**src/rtl/seg_scan_ctrl_pkg.sv**
```systemverilog
// +----------------------------------------------------------------------+
// | Package : seg_pkg                                                    |
// | Shared scan-state encoding and segment constants for seg_scan_ctrl.  |
// | Revision: 1.0                                                        |
// +----------------------------------------------------------------------+
`default_nettype none

package seg_pkg;

  typedef enum logic [1:0] {
    IDLE = 2'd0,
    ON   = 2'd1,
    GAP  = 2'd2
  } scan_state_e;

  localparam int         NIBBLE_W = 4;
  localparam logic [6:0] SEG_OFF  = 7'b0;

endpackage

`default_nettype wire

```
**src/rtl/seg_scan_ctrl_sevenseg.sv**
```systemverilog
// +----------------------------------------------------------------------+
// | Module  : sevenseg                                                   |
// | Hex nibble to active-high segments, bit order {g,f,e,d,c,b,a}.       |
// | Revision: 1.0                                                        |
// +----------------------------------------------------------------------+
`default_nettype none

module sevenseg
  import seg_pkg::*;
(
  input  logic [NIBBLE_W-1:0] nibble_i,
  output logic [6:0]          seg_o
);

  always_comb begin
    seg_o = SEG_OFF;
    unique case (nibble_i)
      4'h0:    seg_o = 7'h3F;
      4'h1:    seg_o = 7'h06;
      4'h2:    seg_o = 7'h5B;
      4'h3:    seg_o = 7'h4F;
      4'h4:    seg_o = 7'h66;
      4'h5:    seg_o = 7'h6D;
      4'h6:    seg_o = 7'h7D;
      4'h7:    seg_o = 7'h07;
      4'h8:    seg_o = 7'h7F;
      4'h9:    seg_o = 7'h6F;
      4'hA:    seg_o = 7'h77;
      4'hB:    seg_o = 7'h7C;
      4'hC:    seg_o = 7'h39;
      4'hD:    seg_o = 7'h5E;
      4'hE:    seg_o = 7'h79;
      4'hF:    seg_o = 7'h71;
      default: seg_o = SEG_OFF;
    endcase
  end

endmodule

`default_nettype wire

```
**src/rtl/seg_scan_ctrl.sv**
```systemverilog
// +----------------------------------------------------------------------+
// | Module  : seg_scan_ctrl                                              |
// | Multiplexed 7-segment scanner with shadow/active display registers   |
// | and a blanking gap between digits. Optional feature macro:           |
// | SEG_LEADING_ZERO_BLANK_EN (suppresses leading-zero digits).          |
// | Revision: 1.0                                                        |
// +----------------------------------------------------------------------+
`default_nettype none

module seg_scan_ctrl
  import seg_pkg::*;
#(
  parameter int NUM_DIGITS = 4,
  parameter int DIV_COUNT  = 50000
) (
  input  logic                           clk,
  input  logic                           rst_n,
  input  logic                           en,
  input  logic                           wr_valid,
  output logic                           wr_ready,
  input  logic [NIBBLE_W*NUM_DIGITS-1:0] wr_data,
  output logic [6:0]                     seg,
  output logic [NUM_DIGITS-1:0]          digit_en,
  output logic                           frame_done
);

  localparam int c_data_w = NIBBLE_W * NUM_DIGITS;
  localparam int c_cnt_w  = (DIV_COUNT > 2) ? $clog2(DIV_COUNT) : 1;
  localparam int c_idx_w  = $clog2(NUM_DIGITS);

  localparam logic [c_cnt_w-1:0]    c_cnt_max  = c_cnt_w'(DIV_COUNT - 1);
  localparam logic [c_cnt_w-1:0]    c_cnt_one  = c_cnt_w'(1);
  localparam logic [c_idx_w-1:0]    c_idx_last = c_idx_w'(NUM_DIGITS - 1);
  localparam logic [c_idx_w-1:0]    c_idx_one  = c_idx_w'(1);
  localparam logic [NUM_DIGITS-1:0] c_sel_one  = NUM_DIGITS'(1);

  scan_state_e             state_q, state_d;
  logic [c_cnt_w-1:0]      cnt_q, cnt_d;
  logic [c_idx_w-1:0]      idx_q, idx_d;
  logic [c_data_w-1:0]     shadow_q, shadow_d;
  logic [c_data_w-1:0]     active_q, active_d;
  logic                    pending_q, pending_d;
  logic                    active_valid_q, active_valid_d;
  logic [6:0]              seg_q, seg_d;
  logic [NUM_DIGITS-1:0]   digit_en_q, digit_en_d;

  logic                    w_tick;
  logic                    w_accept;
  logic                    w_xfer;
  logic                    w_show;
  logic [6:0]              w_dec;
  logic [NIBBLE_W-1:0]     w_nib [NUM_DIGITS];
  logic [NUM_DIGITS-1:0]   w_blank;

  assign w_tick     = (cnt_q == c_cnt_max);
  assign w_accept   = wr_valid && !pending_q;
  assign wr_ready   = !pending_q;
  assign frame_done = en && w_tick && (state_q == GAP) && (idx_q == c_idx_last);
  assign seg        = seg_q;
  assign digit_en   = digit_en_q;

  always_comb begin
    state_d        = state_q;
    cnt_d          = cnt_q;
    idx_d          = idx_q;
    shadow_d       = shadow_q;
    active_d       = active_q;
    pending_d      = pending_q;
    active_valid_d = active_valid_q;
    w_xfer         = 1'b0;

    if (w_accept) begin
      shadow_d  = wr_data;
      pending_d = 1'b1;
    end

    if (!en) begin
      state_d = IDLE;
      cnt_d   = '0;
      idx_d   = '0;
    end else begin
      cnt_d = w_tick ? '0 : cnt_q + c_cnt_one;
      if (w_tick) begin
        unique case (state_q)
          IDLE: begin
            if (pending_q || active_valid_q) begin
              state_d = ON;
              idx_d   = '0;
              w_xfer  = pending_q;
            end
          end
          ON: state_d = GAP;
          GAP: begin
            state_d = ON;
            if (idx_q == c_idx_last) begin
              idx_d  = '0;
              w_xfer = pending_q;
            end else begin
              idx_d = idx_q + c_idx_one;
            end
          end
          default: state_d = IDLE;
        endcase
      end
    end

    // Transfer and accept are mutually exclusive: accept needs pending=0.
    if (w_xfer) begin
      active_d       = shadow_q;
      pending_d      = 1'b0;
      active_valid_d = 1'b1;
    end
  end

  // Outputs are decoded from next-state values so the registered drive
  // lines up with the state it belongs to.
  for (genvar k = 0; k < NUM_DIGITS; k++) begin : g_digit
    assign w_nib[k] = active_d[k*NIBBLE_W +: NIBBLE_W];
`ifdef SEG_LEADING_ZERO_BLANK_EN
    if (k == 0) begin : g_first
      assign w_blank[k] = 1'b0;
    end else begin : g_upper
      assign w_blank[k] = ~|active_d[c_data_w-1:k*NIBBLE_W];
    end
`else
    assign w_blank[k] = 1'b0;
`endif
  end

  sevenseg u_sevenseg (
    .nibble_i (w_nib[idx_d]),
    .seg_o    (w_dec)
  );

  always_comb begin
    w_show     = (state_d == ON) && !w_blank[idx_d];
    seg_d      = w_show ? w_dec : SEG_OFF;
    digit_en_d = w_show ? (c_sel_one << idx_d) : '0;
  end

  always_ff @(posedge clk or negedge rst_n) begin
    if (!rst_n) begin
      state_q        <= IDLE;
      cnt_q          <= '0;
      idx_q          <= '0;
      shadow_q       <= '0;
      active_q       <= '0;
      pending_q      <= 1'b0;
      active_valid_q <= 1'b0;
      seg_q          <= SEG_OFF;
      digit_en_q     <= '0;
    end else begin
      state_q        <= state_d;
      cnt_q          <= cnt_d;
      idx_q          <= idx_d;
      shadow_q       <= shadow_d;
      active_q       <= active_d;
      pending_q      <= pending_d;
      active_valid_q <= active_valid_d;
      seg_q          <= seg_d;
      digit_en_q     <= digit_en_d;
    end
  end

endmodule

`default_nettype wire
```
**config.mk**
```make
export PLATFORM = sky130hd
export DESIGN_NAME = seg_scan_ctrl
export DESIGN_NICKNAME = d
export VERILOG_FILES = /design/src/rtl/seg_scan_ctrl_pkg.sv /design/src/rtl/seg_scan_ctrl_sevenseg.sv /design/src/rtl/seg_scan_ctrl.sv
export SDC_FILE = /design/constraint.sdc
export NUM_CORES = 1
export LEC_CHECK = 0
export ABC_AREA = 1
export CAP_MARGIN = 20
export CORE_ASPECT_RATIO = 1.25
export CORE_MARGIN = 10
export CORE_UTILIZATION = 30
export DETAILED_ROUTE_END_ITERATION = 6
export PLACE_DENSITY = 0.49
export SLEW_MARGIN = 20
export SYNTH_ARGS = -nofsm -noshare
export SYNTH_HDL_FRONTEND = slang
export SYNTH_SLANG_ARGS = --single-unit
```
**constraint.sdc**
```tcl
create_clock -name clk -period 6.81 [get_ports clk]
set_input_delay 0.681 -clock clk [delete_from_list [all_inputs] [get_ports clk]]
set_output_delay 0.681 -clock clk [all_outputs]
set_load 0.01 [all_outputs]
```
==> flow_summary_export.csv <==
group,metric,value,unit
synthesis,synth_cell_type_count,33,
detailed_routing,dr.pass1.iters,5,
detailed_routing,routedWlPerCell,12.4,um
timing,slew_viol_final,0,
global_route,grt.busiest_layer,"met2",
timing,finalHoldViolations,0,
die,start_util,30.8,%
worst_setup_path,startpoint_type,"input pin",
synthesis,ys_ff_latch,65,
timing,clock_skew,0.00423,ns
cts,htreeDepth,3,
min_path,whs_path_depth,1,
cts,clock_latency,0.33,ns
global_route,grt-ovfl-total,0,
global_route,grt.total_usage,9.90,%
min_path,hold_path.class,"flip-flop to flip-flop",
final_layout,final_common_cell,"nand2_1",
synthesis,syn_area,3430,um^2
synthesis,ys_top_cells_by_area,"dfrtp_1 (47%), nand2_1 (11%), nand2_2 (5.7%)",
worst_setup_path,r2r_cells,19,
cts,cts_resized,0,
final_layout,multi_input_area,1600,um^2
detailed_routing,drc,0,
timing,slew_headroom,43.8,%
worst_setup_path,regToRegSetupSlack,4.10,ns
synthesis,synthCells,407,
timing,tightest_slew,0.843,ns
pwr,vdd.ir_drop.worst,122,uV
cts,cts_sinks,65,
synthesis,yosys_warnings,0,
worst_setup_path,arrival,2.36,ns
worst_setup_path,cpLargestDelayFamily,"buffers and inverters",
worst_setup_path,r2r_start,"cnt_q[0]$_DFF_PN0_",
pwr,power.density,228,nW/um^2
timing,setup_tns,0,ns
cts,post_cts_buffers,0,
worst_setup_path,required,6.13,ns
global_route,grt_max_degree,66,
global_route,grt_pass1_vias,2732,
global_route,grt_use_met3,3.23,%
timing,fin_crit_sh,44.6,%
final_layout,num-fill-cells,1132,
synthesis,seq_area_frac_synth,47.4,%
worst_setup_path,crit_type,"input pin to output port",
worst_setup_path,slowest_delay,0.63,ns
timing,finalWorstSetupSlack,3.77,ns
final_layout,diodes,0,
global_route,grt_util_met1,11.5,%
job,maxCapViolations,0,
die,dieHeight,140,um
final_layout,most-common-layout-cells,"nand2_1 (101), dfrtp_1 (65), nor2_1 (47), inv_1 (36)",
synthesis,yosysTopAreaCell,"dfrtp_1",
die,die_x,116,um
detailed_routing,viasPerCell,4.51,
pwr,power.leakage,2.03,nW
die,dieArea,16100,um^2
detailed_routing,initialDrtViolationCount,106,
final_layout,areaGrowthSynthToFinish,23.7,%
global_route,grt_pass1_wl,12800,um
detailed_routing,antenna_left,0,
final_layout,layout-drive-gt1-share,21.6,%
detailed_routing,routed_wl,7320,um
worst_setup_path,path_common_cell,"clkdlybuf4s50_1",
cts,cts_hold_buf,0,
synthesis,syn-num-nets,435,
cts,clk_path_buf_depth,2,
die,boundaryPins,33,
global_route,grt_use_met2,16.0,%
placed_design,hpwl,5590,um
worst_setup_path,worst-path-buf-inv,2,
min_path,hold-path-endpoint,"cnt_q[0]$_DFF_PN0_",
final_layout,post-route-util,38.1,%
run_status,outcome,"finished, final reports clean",
cts,cts_tree,"yes",
timing,final-setup-viol-count,0,
synthesis,avgSynthCellArea,8.43,um^2
global_route,antenna_found_initial,0,
timing,post-route-min-period,3.04,ns
worst_setup_path,critPathSlowestCell,"clkdlybuf4s50_1",
placed_design,gp_congestion,0.815,
cts,cts_root_buffer,"clkbuf_16",
worst_setup_path,endpoint_kind,"output port",
cts,clkSlewWorstSetupHoldPaths,0.05,ns
worst_setup_path,crit_fanout,5,
min_path,min_from,"cnt_q[0]$_DFF_PN0_",
detailed_routing,via_count,2650,
final_layout,regArea,1630,um^2
worst_setup_path,worstPathCellList,"clkdlybuf4s50_1 > nand3_1 > nor3_1 > clkdlybuf4s50_1",
die,fp.coreArea,11100,um^2
final_layout,nets,476,
placed_design,place_ws,3.51,ns
placed_design,port_buffers,32,
die,rows,43,
worst_setup_path,reg2reg_to,"seg[3]$_DFF_PN0_",
synthesis,synth_top_area_share,47.4,%
timing,rsz0062_at_grt,"no",
timing,fmax,329,MHz
cts,cts_buffers,9,
## state kept, by name, summed over array words and instances, names as in the netlist
signal,flops
digit_en,4
cnt_q,16
active_q,16
idx_q,2
seg,7
state_q,2
active_valid_q,1
pending_q,1
shadow_q,16
## final cells by class
type | instances | share of cell area, %
Clock buffer | 11 | 5.72
Clock inverter | 5 | 2.42
Inverter | 49 | 4.33
Multi-Input combinational cell | 290 | 37.6
Sequential cell | 65 | 38.3
Tap cell | 135 | 3.98
Timing Repair Buffer | 33 | 7.60
## synth_stat cells
cell type    n
a21boi_1     1
a21oi_1     16
and2_1       1
buf_4        1
buf_6        1
clkbuf_1     1
clkinv_1     1
dfrtp_1     65
ha_1         8
inv_1       36
inv_2       12
mux2_2      13
nand2_1    101
nand2_2     31
nand2_4      2
nand3_1     20
nand3_2      1
nand3_4      2
nand3b_1     1
nand4_1      5
nand4_2      1
nor2_1      47
nor2_2      11
nor2_4       4
nor2_8       2
nor3_1       8
nor3b_1      1
nor4_1       1
o21ai_0      7
o21ai_1      1
o21ai_2      1
or2_2        1
xor2_1       3
## cells by family (layout without fill, tap and decap cells)
logic type                 Yosys count  in the layout  synth area share (%)
xor gates and xnor gates             3              3                 0.766
AOI/OAI and AO/OA                   26             26                  3.98
buffers and inverters               52             98                  6.02
and+or+nand+nor                    240            240                  34.6
adders and majority gates            8              8                  2.92
muxes                               13             13                  4.27
DFF                                 65             65                  47.4
## where the power goes
group / internal, mW / leakage [nW] / switching (mW) / total [mW]
sequential: 0.396 / 0.851 / 0.00505 / 0.401
clock: 0.367 / 0.166 / 0.167 / 0.533
combinational: 0.0170 / 1.01 / 0.0170 / 0.0339
total: 0.780 / 2.03 / 0.189 / 0.968
## worst register-to-register path, cell delays in order, from the launching register on
cell and delay (ns):
dfrtp_1 0.36, ha_1 0.21, nand2_2 0.07, nor2_2 0.14, nand2_2 0.12, nor2_8 0.18
nand3_4 0.25, inv_2 0.25, nand2_1 0.09, nand2_2 0.07, nand2_1 0.05, nand2_1 0.12
nor2_4 0.07, inv_1 0.08, ha_1 0.19, inv_1 0.06, nand3_1 0.10, nand3_1 0.08
nand2_1 0.06, nor2_1 0.04
## stage by stage
step	power, mW	area (um^2)	std cells	hold slack, ns
after global placement	0.443	3900	572	0.449
after CTS	0.985	4250	588	0.461
after floorplan	0.420	3430	407	0.385
after detailed placement	0.444	3900	572	0.454
final	0.968	4250	588	0.458
after global routing	1.01	4250	588	0.479
## worst max-delay path by stage
stage	slack (ns)	endpoint	startpoint	cells past startpoint
final	3.77	frame_done	en	4
after global routing	3.60	seg[0]$_DFF_PN0_	en	19
after CTS	3.76	frame_done	en	4
after detailed placement	3.51	seg[3]$_DFF_PN0_	en	19
after global placement	3.58	seg[3]$_DFF_PN0_	en	19
after floorplan	4.40	seg[0]$_DFF_PN0_	cnt_q[0]$_DFF_PN0_	19
## layer usage
layer | part of all wire, % | vias to the layer above
met5 | 0 | -
met4 | 1.9 | 0
met3 | 4.4 | 11
met2 | 49 | 40
met1 | 45 | 1239
li1 | - | 1360
Power figures use the tool's default switching activity.
